[config.mk]
export PLATFORM = sky130hd
export DESIGN_NAME = uart_receive_flat
export DESIGN_NICKNAME = d
export VERILOG_FILES = /design/src/rtl/uart_receive_pkg.sv /design/src/rtl/uart_receive_if.sv /design/src/rtl/uart_receive_sync.sv /design/src/rtl/uart_receive.sv /design/src/flat_wrapper.sv
export SDC_FILE = /design/constraint.sdc
export NUM_CORES = 1
export LEC_CHECK = 0
export CAP_MARGIN = 20
export CELL_PAD_IN_SITES_DETAIL_PLACEMENT = 1
export CELL_PAD_IN_SITES_GLOBAL_PLACEMENT = 1
export CORE_UTILIZATION = 44
export CTS_CLUSTER_DIAMETER = 120
export DETAILED_ROUTE_END_ITERATION = 16
export MAX_ROUTING_LAYER = met4
export PLACE_DENSITY = 0.8
export SETUP_SLACK_MARGIN = 0.15
export SYNTH_ARGS = -nofsm -noshare
export SYNTH_HDL_FRONTEND = slang
export SYNTH_SLANG_ARGS = --single-unit
export TNS_END_PERCENT = 20
[constraint.sdc]
create_clock -name clk -period 2 [get_ports clk]
set_input_delay 0.5 -clock clk [delete_from_list [all_inputs] [get_ports clk]]
set_output_delay 0.5 -clock clk [all_outputs]
set_load 0.05 [all_outputs]
[src/rtl/uart_receive_pkg.sv]
// uart_receive_pkg: shared state encoding and serial line levels for the UART receiver
package uart_receive_pkg;

    typedef enum logic [1:0] {IDLE, START, DATA, STOP} state_t;

    localparam logic START_BIT = 1'b0;
    localparam logic STOP_BIT  = 1'b1;
    localparam logic IDLE_LVL  = 1'b1;

endpackage

[src/rtl/uart_receive_if.sv]
// uart_receive_if: received-word handshake and status bundle
//   rx_ready     consumer accepts rx_data this cycle
//   rx_data      received word, stable while rx_valid=1
//   rx_valid     rx_data holds an unconsumed word
//   rx_busy      receiver is inside a frame
//   rx_frame_err single-cycle pulse, stop bit sampled low
//   rx_overrun   single-cycle pulse, good word dropped because output was full
interface uart_receive_if #(parameter int D_WIDTH = 10);

    logic               rx_ready;
    logic [D_WIDTH-1:0] rx_data;
    logic               rx_valid;
    logic               rx_busy;
    logic               rx_frame_err;
    logic               rx_overrun;

    modport master (
        input  rx_ready,
        output rx_data, rx_valid, rx_busy, rx_frame_err, rx_overrun
    );

    modport slave (
        output rx_ready,
        input  rx_data, rx_valid, rx_busy, rx_frame_err, rx_overrun
    );

endinterface

[src/rtl/uart_receive_sync.sv]
// uart_receive_sync: STAGES-deep synchroniser for the serial line, resets to the idle level
//   clk  rising-edge clock
//   rst  asynchronous active-low reset
//   d    asynchronous serial input
//   q    synchronised serial line
module uart_receive_sync
    import uart_receive_pkg::*;
#(
    parameter int STAGES = 2
) (
    input  logic clk,
    input  logic rst,
    input  logic d,
    output logic q
);

    logic [STAGES-1:0] ff;

    always_ff @(posedge clk or negedge rst) begin
        if (!rst) begin
            ff <= {STAGES{IDLE_LVL}};
        end else begin
            ff[0] <= d;
            for (int i = 1; i < STAGES; i++) ff[i] <= ff[i-1];
        end
    end

    assign q = ff[STAGES-1];

endmodule

[src/rtl/uart_receive.sv]
// uart_receive: UART frame deserialiser with valid/ready output register and error pulses
//   clk    rising-edge clock
//   rst    asynchronous active-low reset
//   rx_in  serial line (idle 1, start 0, D_WIDTH data bits LSB-first, stop 1)
//   rx     uart_receive_if master: rx_ready in; rx_data, rx_valid, rx_busy,
//          rx_frame_err, rx_overrun out
module uart_receive
    import uart_receive_pkg::*;
#(
    parameter int D_WIDTH      = 10,
    parameter int CLKS_PER_BIT = 1,
    parameter int SYNC_STAGES  = 2
) (
    input  logic          clk,
    input  logic          rst,
    input  logic          rx_in,
    uart_receive_if.master rx
);

    localparam int HALF = (CLKS_PER_BIT - 1) / 2;
    localparam int TW   = $clog2(CLKS_PER_BIT) + 1;
    localparam int IW   = $clog2(D_WIDTH) + 1;
    // tmr is 0 on the first cycle after a transition, so a wait of N cycles ends at N-1
    localparam logic [TW-1:0] T_HALF = TW'(HALF == 0 ? 0 : HALF - 1);
    localparam logic [TW-1:0] T_BIT  = TW'(CLKS_PER_BIT - 1);
    localparam logic [IW-1:0] I_LAST = IW'(D_WIDTH - 1);

    logic               rxs;
    state_t             state, state_nx;
    logic [TW-1:0]      tmr, tmr_nx;
    logic [IW-1:0]      idx, idx_nx;
    logic [D_WIDTH-1:0] shf, shf_nx;
    logic               good, bad;

    uart_receive_sync #(.STAGES(SYNC_STAGES)) u_sync (
        .clk (clk),
        .rst (rst),
        .d   (rx_in),
        .q   (rxs)
    );

    always_comb begin
        state_nx = state;
        tmr_nx   = tmr + 1'b1;
        idx_nx   = idx;
        shf_nx   = shf;
        good     = 1'b0;
        bad      = 1'b0;
        unique case (state)
            IDLE: begin
                tmr_nx = '0;
                if (rxs == START_BIT) begin
                    // with no half-bit wait the start check coincides with detection
                    state_nx = (HALF == 0) ? DATA : START;
                    idx_nx   = '0;
                end
            end
            START: begin
                if (tmr == T_HALF) begin
                    tmr_nx   = '0;
                    idx_nx   = '0;
                    state_nx = (rxs == START_BIT) ? DATA : IDLE;
                end
            end
            DATA: begin
                if (tmr == T_BIT) begin
                    tmr_nx = '0;
                    shf_nx = {rxs, shf[D_WIDTH-1:1]};
                    idx_nx = idx + 1'b1;
                    if (idx == I_LAST) state_nx = STOP;
                end
            end
            STOP: begin
                if (tmr == T_BIT) begin
                    state_nx = IDLE;
                    good     = (rxs == STOP_BIT);
                    bad      = (rxs != STOP_BIT);
                end
            end
        endcase
    end

    always_ff @(posedge clk or negedge rst) begin
        if (!rst) begin
            state           <= IDLE;
            tmr             <= '0;
            idx             <= '0;
            shf             <= '0;
            rx.rx_data      <= '0;
            rx.rx_valid     <= 1'b0;
            rx.rx_busy      <= 1'b0;
            rx.rx_frame_err <= 1'b0;
            rx.rx_overrun   <= 1'b0;
        end else begin
            state           <= state_nx;
            tmr             <= tmr_nx;
            idx             <= idx_nx;
            shf             <= shf_nx;
            rx.rx_busy      <= (state_nx != IDLE);
            rx.rx_frame_err <= bad;
            rx.rx_overrun   <= good && rx.rx_valid && !rx.rx_ready;
            // a word being consumed this cycle frees the register for the new one
            if (good && (!rx.rx_valid || rx.rx_ready)) begin
                rx.rx_data  <= shf;
                rx.rx_valid <= 1'b1;
            end else if (rx.rx_ready) begin
                rx.rx_valid <= 1'b0;
            end
        end
    end

endmodule
[src/flat_wrapper.sv]
// flat-port wrapper written by rule: the top's interface ports become plain ports
module uart_receive_flat import uart_receive_pkg::*;
#(
    parameter int D_WIDTH      = 10,
    parameter int CLKS_PER_BIT = 1,
    parameter int SYNC_STAGES  = 2
)
  (clk, rst, rx_in, rx_rx_ready, rx_rx_data, rx_rx_valid, rx_rx_busy, rx_rx_frame_err, rx_rx_overrun);
  uart_receive_if #(.D_WIDTH(D_WIDTH)) rx_i ();
  input  logic clk;
  input  logic rst;
  input  logic rx_in;
  input wire logic [$bits(rx_i.rx_ready)-1:0] rx_rx_ready;
  output wire logic [$bits(rx_i.rx_data)-1:0] rx_rx_data;
  output wire logic [$bits(rx_i.rx_valid)-1:0] rx_rx_valid;
  output wire logic [$bits(rx_i.rx_busy)-1:0] rx_rx_busy;
  output wire logic [$bits(rx_i.rx_frame_err)-1:0] rx_rx_frame_err;
  output wire logic [$bits(rx_i.rx_overrun)-1:0] rx_rx_overrun;
  assign rx_i.rx_ready = rx_rx_ready;
  assign rx_rx_data = rx_i.rx_data;
  assign rx_rx_valid = rx_i.rx_valid;
  assign rx_rx_busy = rx_i.rx_busy;
  assign rx_rx_frame_err = rx_i.rx_frame_err;
  assign rx_rx_overrun = rx_i.rx_overrun;
  uart_receive #(.D_WIDTH(D_WIDTH), .CLKS_PER_BIT(CLKS_PER_BIT), .SYNC_STAGES(SYNC_STAGES)) u_core (.clk(clk), .rst(rst), .rx_in(rx_in), .rx(rx_i));
endmodule
# After elaboration in Yosys (flattened, before gate mapping)
# Cells that the tools add are included.
[word_totals] word_cells=53 inputBits=4 out_inout_bits=14 register_bits=34
[classes] bitwise=2 n_eq_ne=7 n_addsub=2 reduce_logical=13 n_mux=19
[op_table] cell="$mux W5" n=3
[op_table] cell="$pmux W5 S3" n=1
[op_table] cell="$mux W2" n=6
[op_table] cell="$pmux W2 S4" n=1
[op_table] cell="$mux W1" n=7
[op_table] cell="$ne A2 B2 Y1 const B" n=3
[op_table] cell="$add A5 B1 Y5 const B" n=1
[op_table] cell="$eq A5 B4 Y1 const B" n=1
[op_table] cell="$eq A2 B2 Y1 const B" n=2
[op_table] cell="$reduce_and A4 Y1" n=1
[op_table] cell="$reduce_bool A2 Y1" n=2
[op_table] cell="$logic_and A1 B1 Y1" n=3
[op_table] cell="$reduce_bool A3 Y1" n=1
[op_table] cell="$eq A2 B1 Y1 const B" n=1
[op_table] cell="$logic_not A1 Y1" n=2
[op_table] cell="$logic_not A2 Y1" n=1
[op_table] cell="$not A1 Y1" n=2
[op_table] cell="$pmux W1 S2" n=1
[op_table] cell="$reduce_and A2 Y1" n=1
[op_table] cell="$reduce_or A2 Y1" n=1
[op_table] cell="$add A1 B1 Y1 const B" n=1
[op_table] cell="$logic_or A1 B1 Y1" n=1

# Depth between registers and ports, before layout
[depth] depth_word=5 ltp_mapped=5 mapped_depth_nobuf=5

# Cells and area by module
# From an unflattened synthesis, not the netlist that was laid out.
[unflattened] hier_cells=107 area_unflattened_um2=1468.9
[modules_own_cells] mod="uart_receive" cells_per_inst=105 seq_area_each_um2=800.8 area_per_inst_um2=1416.4 instances=1
[modules_own_cells] mod="uart_receive_sync" cells_per_inst=2 seq_area_each_um2=52.6 area_per_inst_um2=52.6 instances=1

# Least setup slack after synthesis
# OpenSTA, ideal clock, no wires.
[synth_timing] kind="flip-flop to flip-flop" start="register u_core.rx.rx_valid" end="register u_core.rx.rx_data[0]" arrival_ns=1.340 t_required_ns=1.873 path_stages_with_launch=5 path_buffers=1 path_slack_ns=0.532 cell_sequence="dfrtp_1 > nand2b_1 > nor2b_1 > buf_6 > mux2_1"
[synth_between] elab_chain_cells=3
[synth_lines] item="from (decl)" line="uart_receive_if.sv:19" text="output rx_data, rx_valid, rx_busy, rx_frame_err, rx_overrun"
[synth_lines] item="from (signal assigned)" line="uart_receive.sv:90" text="rx.rx_valid <= 1'b0;"
[synth_lines] item="from (signal assigned)" line="uart_receive.sv:105" text="rx.rx_valid <= 1'b1;"
[synth_lines] item="from (signal assigned)" line="uart_receive.sv:107" text="rx.rx_valid <= 1'b0;"
[synth_lines] item="$logic_not A1 Y1" line="uart_receive.sv:103" text="if (good && (!rx.rx_valid || rx.rx_ready)) begin"
[synth_lines] item="$logic_or A1 B1 Y1" line="uart_receive.sv:103"
[synth_lines] item="$logic_and A1 B1 Y1" line="uart_receive.sv:103"
[synth_lines] item="to (signal assigned)" line="uart_receive.sv:89" text="rx.rx_data <= '0;"
[synth_lines] item="to (signal assigned)" line="uart_receive.sv:104" text="rx.rx_data <= shf;"
[synth_lines] item="to (decl)" line="uart_receive_if.sv:19"
# No other way between the ends.
# A chain may end at the register's enable or synchronous reset.

# Worst setup path after layout
[layout_timing] start="register u_core.rx.rx_valid" end="output port rx_rx_valid"
[layout_lines] item="to (decl)" line="flat_wrapper.sv:15" text="output wire logic [$bits(rx_i.rx_valid)-1:0] rx_rx_valid;"
# No word-level cell between the ends.

==> metrics.yaml <==
run_status:
  outcome: "finished, final reports clean"
power_and_ir_drop:
  total_power_mw: 2.80
  p_leak_nw: 0.805
  clkPwrFrac: 0.124
  intPower_mw: 1.61
  seqPwrFrac: 0.428
  switchingPower_mw: 1.19
  ir_drop_uv: 902
  power_frac_comb: 0.448
  power.density_mw_per_mm2: 1660
  switching_share: 0.426
logic_synthesis:
  ys_seq_area_frac: 0.598
  synthArstFlopShare: 1.00
  synth.distinct_cells: 27
  synth_area_sq_mm: 0.00143
  syn-num-nets: 110
  synth_seq_cells: 34
  ys.flop_type: "dfrtp_1"
  syn_inst: 104
  synth_edf_count: 0
  post_synth.cell_area_avg_sq_um: 13.7
  yosysWarnings: 0
timing:
  min_period_ns: 1.73
  fin_ws_ns: 0.267
  tns_ns: 0
  worst_pin_slew_ns: 0.497
  skew_ns: 0.0131
  drv_slew: 0
  max_freq_ghz: 0.577
  setup_viol: 0
  rsz0062_at_grt: "no"
  period_share: 0.866
  relSlewSlack: 0.670
  finalHoldViolations: 0
setup_path:
  start_kind: "flip-flop"
  crit_arrival_ns: 1.23
  rr_startpoint: "u_core.u_sync.ff[1]"
  startpoint: "u_core.rx.rx_valid"
  rr_worst_depth: 4
  crit_path_end_kind: "output port"
  slowest_delay_ns: 0.54
  crit_required_ns: 1.50
  crit_family: "buffers and inverters"
  crit_chain: "dlygate4sd2_1"
  path_class: "reg -> out"
  critPathSlowestCell: "dlygate4sd2_1"
  reg2reg_slack_ns: 0.41
  cp_max_fo: 2
  timing.rr.end: "u_core.rx.rx_data[1]"
  path_buf_inv: 1
hold_path:
  hold_path_startpoint: "u_core.u_sync.ff[0]"
  hp-class: "reg -> reg"
  hold_end: "u_core.u_sync.ff[1]"
  hold_path_depth: 0
grt:
  overflow: 0
  grt_usage: 0.191
  antenna_found_initial: 0
  grt_max_degree: 35
  grt_pass1_vias: 954
  grt_pass1_wl_microns: 4550
final_layout:
  fin_cells: 173
  most-common-layout-cells: "dfrtp_1, mux2_1, dlygate4sd2_1"
  postLayoutCellArea_sq_mm: 0.00168
  layout_commonest_cell: "dfrtp_1"
  nets: 135
  syn_to_final_growth_pct: 18.0
  drive_above_1_share: 0.155
  diodes: 0
die:
  start_util: 0.464
  io_pins: 18
  num_rows: 20
  die_w_microns: 59.0
  die_h_microns: 59.0
  core_area_sq_mm: 0.00308
  die_area_sq_mm: 0.00348
cts:
  root_buffer: "clkbuf_4"
  cts_resized: 13
  clk_latency_ns: 0.33
  cts_max_level: 2
  hold_buffers: 0
  cts.clk_slew.worst_paths_ns: 0.10
  post_cts_buffers: 0
  clock_path_buffers: 2
  numCtsBuffers: 5
  cts_tree: "yes"
  clock-sinks: 34
place:
  port_buffers: 17
  place_area_sq_mm: 0.00165
  dpl.hpwl_microns: 1780
  routabilityCongestion: 0.732
  placed_cells: 166
  pre_cts_ws_ns: 0.0287
detailed_routing:
  wl_microns: 2500
  initialDrtViolationCount: 7
  vias: 870
  first_pass_iters: 2
  wl_per_cell_microns: 14.4
  drc: 0
  drtAntennaViolNets: 0
  avgViaCountPerCell: 5.03
job:
  cap_viol_max_count: 0
-- registers in the layout, summed over array words and instances (netlist names) --
register,flops
u_core.idx,5
u_core.rx.rx_busy,1
u_core.rx.rx_data,10
u_core.rx.rx_frame_err,1
u_core.rx.rx_overrun,1
u_core.rx.rx_valid,1
u_core.shf,10
u_core.state,2
u_core.tmr,1
u_core.u_sync.ff,2
-- power by group through the flow --
stage	combinational, mW	clock, mW	sequential (mW)
after floorplan	0.587	0	1.55
after global placement	1.29	0	1.20
after detailed placement	1.34	0	1.22
after CTS	1.27	0.365	1.20
after global routing	1.36	0.398	1.25
final	1.25	0.348	1.20
-- metal layers --
layer,GRT usage,part of all wire,vias to the layer above
li1,-,-,417
met1,0.240,0.48,432
met2,0.286,0.46,17
met3,0.0462,0.033,4
met4,0.102,0.020,0
met5,-,0,-
-- kinds of logic (layout without fill, tap and decap cells) --
logic type	after synthesis	count (layout)	synth area share
muxes	21	21	0.168
buffers and inverters	8	33	0.0386
and+or+nand+nor	27	27	0.115
adders and majority gates	2	2	0.0175
DFF	34	34	0.598
AOI/OAI and AO/OA	12	12	0.0631
-- how the worst max path moves through the flow --
stage | endpoint | slack, ns | depth (start not counted)
2_1_floorplan | u_core.rx.rx_data[0] | 0.53 | 4
3_3_place_gp | u_core.rx.rx_data[5] | 0.14 | 5
3_5_place_dp | u_core.rx.rx_data[1] | 0.03 | 5
4_1_cts | rx_rx_valid | 0.23 | 1
5_1_grt | rx_rx_valid | 0.21 | 1
6_report | rx_rx_valid | 0.27 | 1
-- cells in the mapped netlist, types with 2 or more instances --
cell | number | area share
dfstp_2 | 2 | 0.037
o21a_1 | 2 | 0.011
ha_1 | 2 | 0.018
nand4b_1 | 3 | 0.018
mux2_1 | 20 | 0.16
buf_6 | 3 | 0.024
a21oi_1 | 3 | 0.011
nor2b_1 | 2 | 0.0088
dfrtp_1 | 32 | 0.56
nand2_1 | 5 | 0.013
o211ai_1 | 2 | 0.011
nor2_1 | 5 | 0.013
buf_2 | 2 | 0.0070
nand3_1 | 4 | 0.014
nand2b_1 | 3 | 0.013
inv_1 | 3 | 0.0079
-- layout make-up --
type,instances,area [sq um]
fillers,327,1390
flip-flops and latches,34,855
multi-input cells,62,519
repair buffers,23,196
well taps,44,55.1
clock buffers,5,37.5
inverters,3,11.3
clock inverters,2,10.0
-- stage by stage --
| step | hold WS [ns] | util |
|---|---|---|
| global route | 0.370 | 0.547 |
| CTS | 0.362 | 0.547 |
| detailed placement | 0.348 | 0.537 |
| floorplan | 0.204 | - |
| global placement | 0.346 | 0.537 |
| finish | 0.360 | 0.547 |
Power figures use the tool's default switching activity.
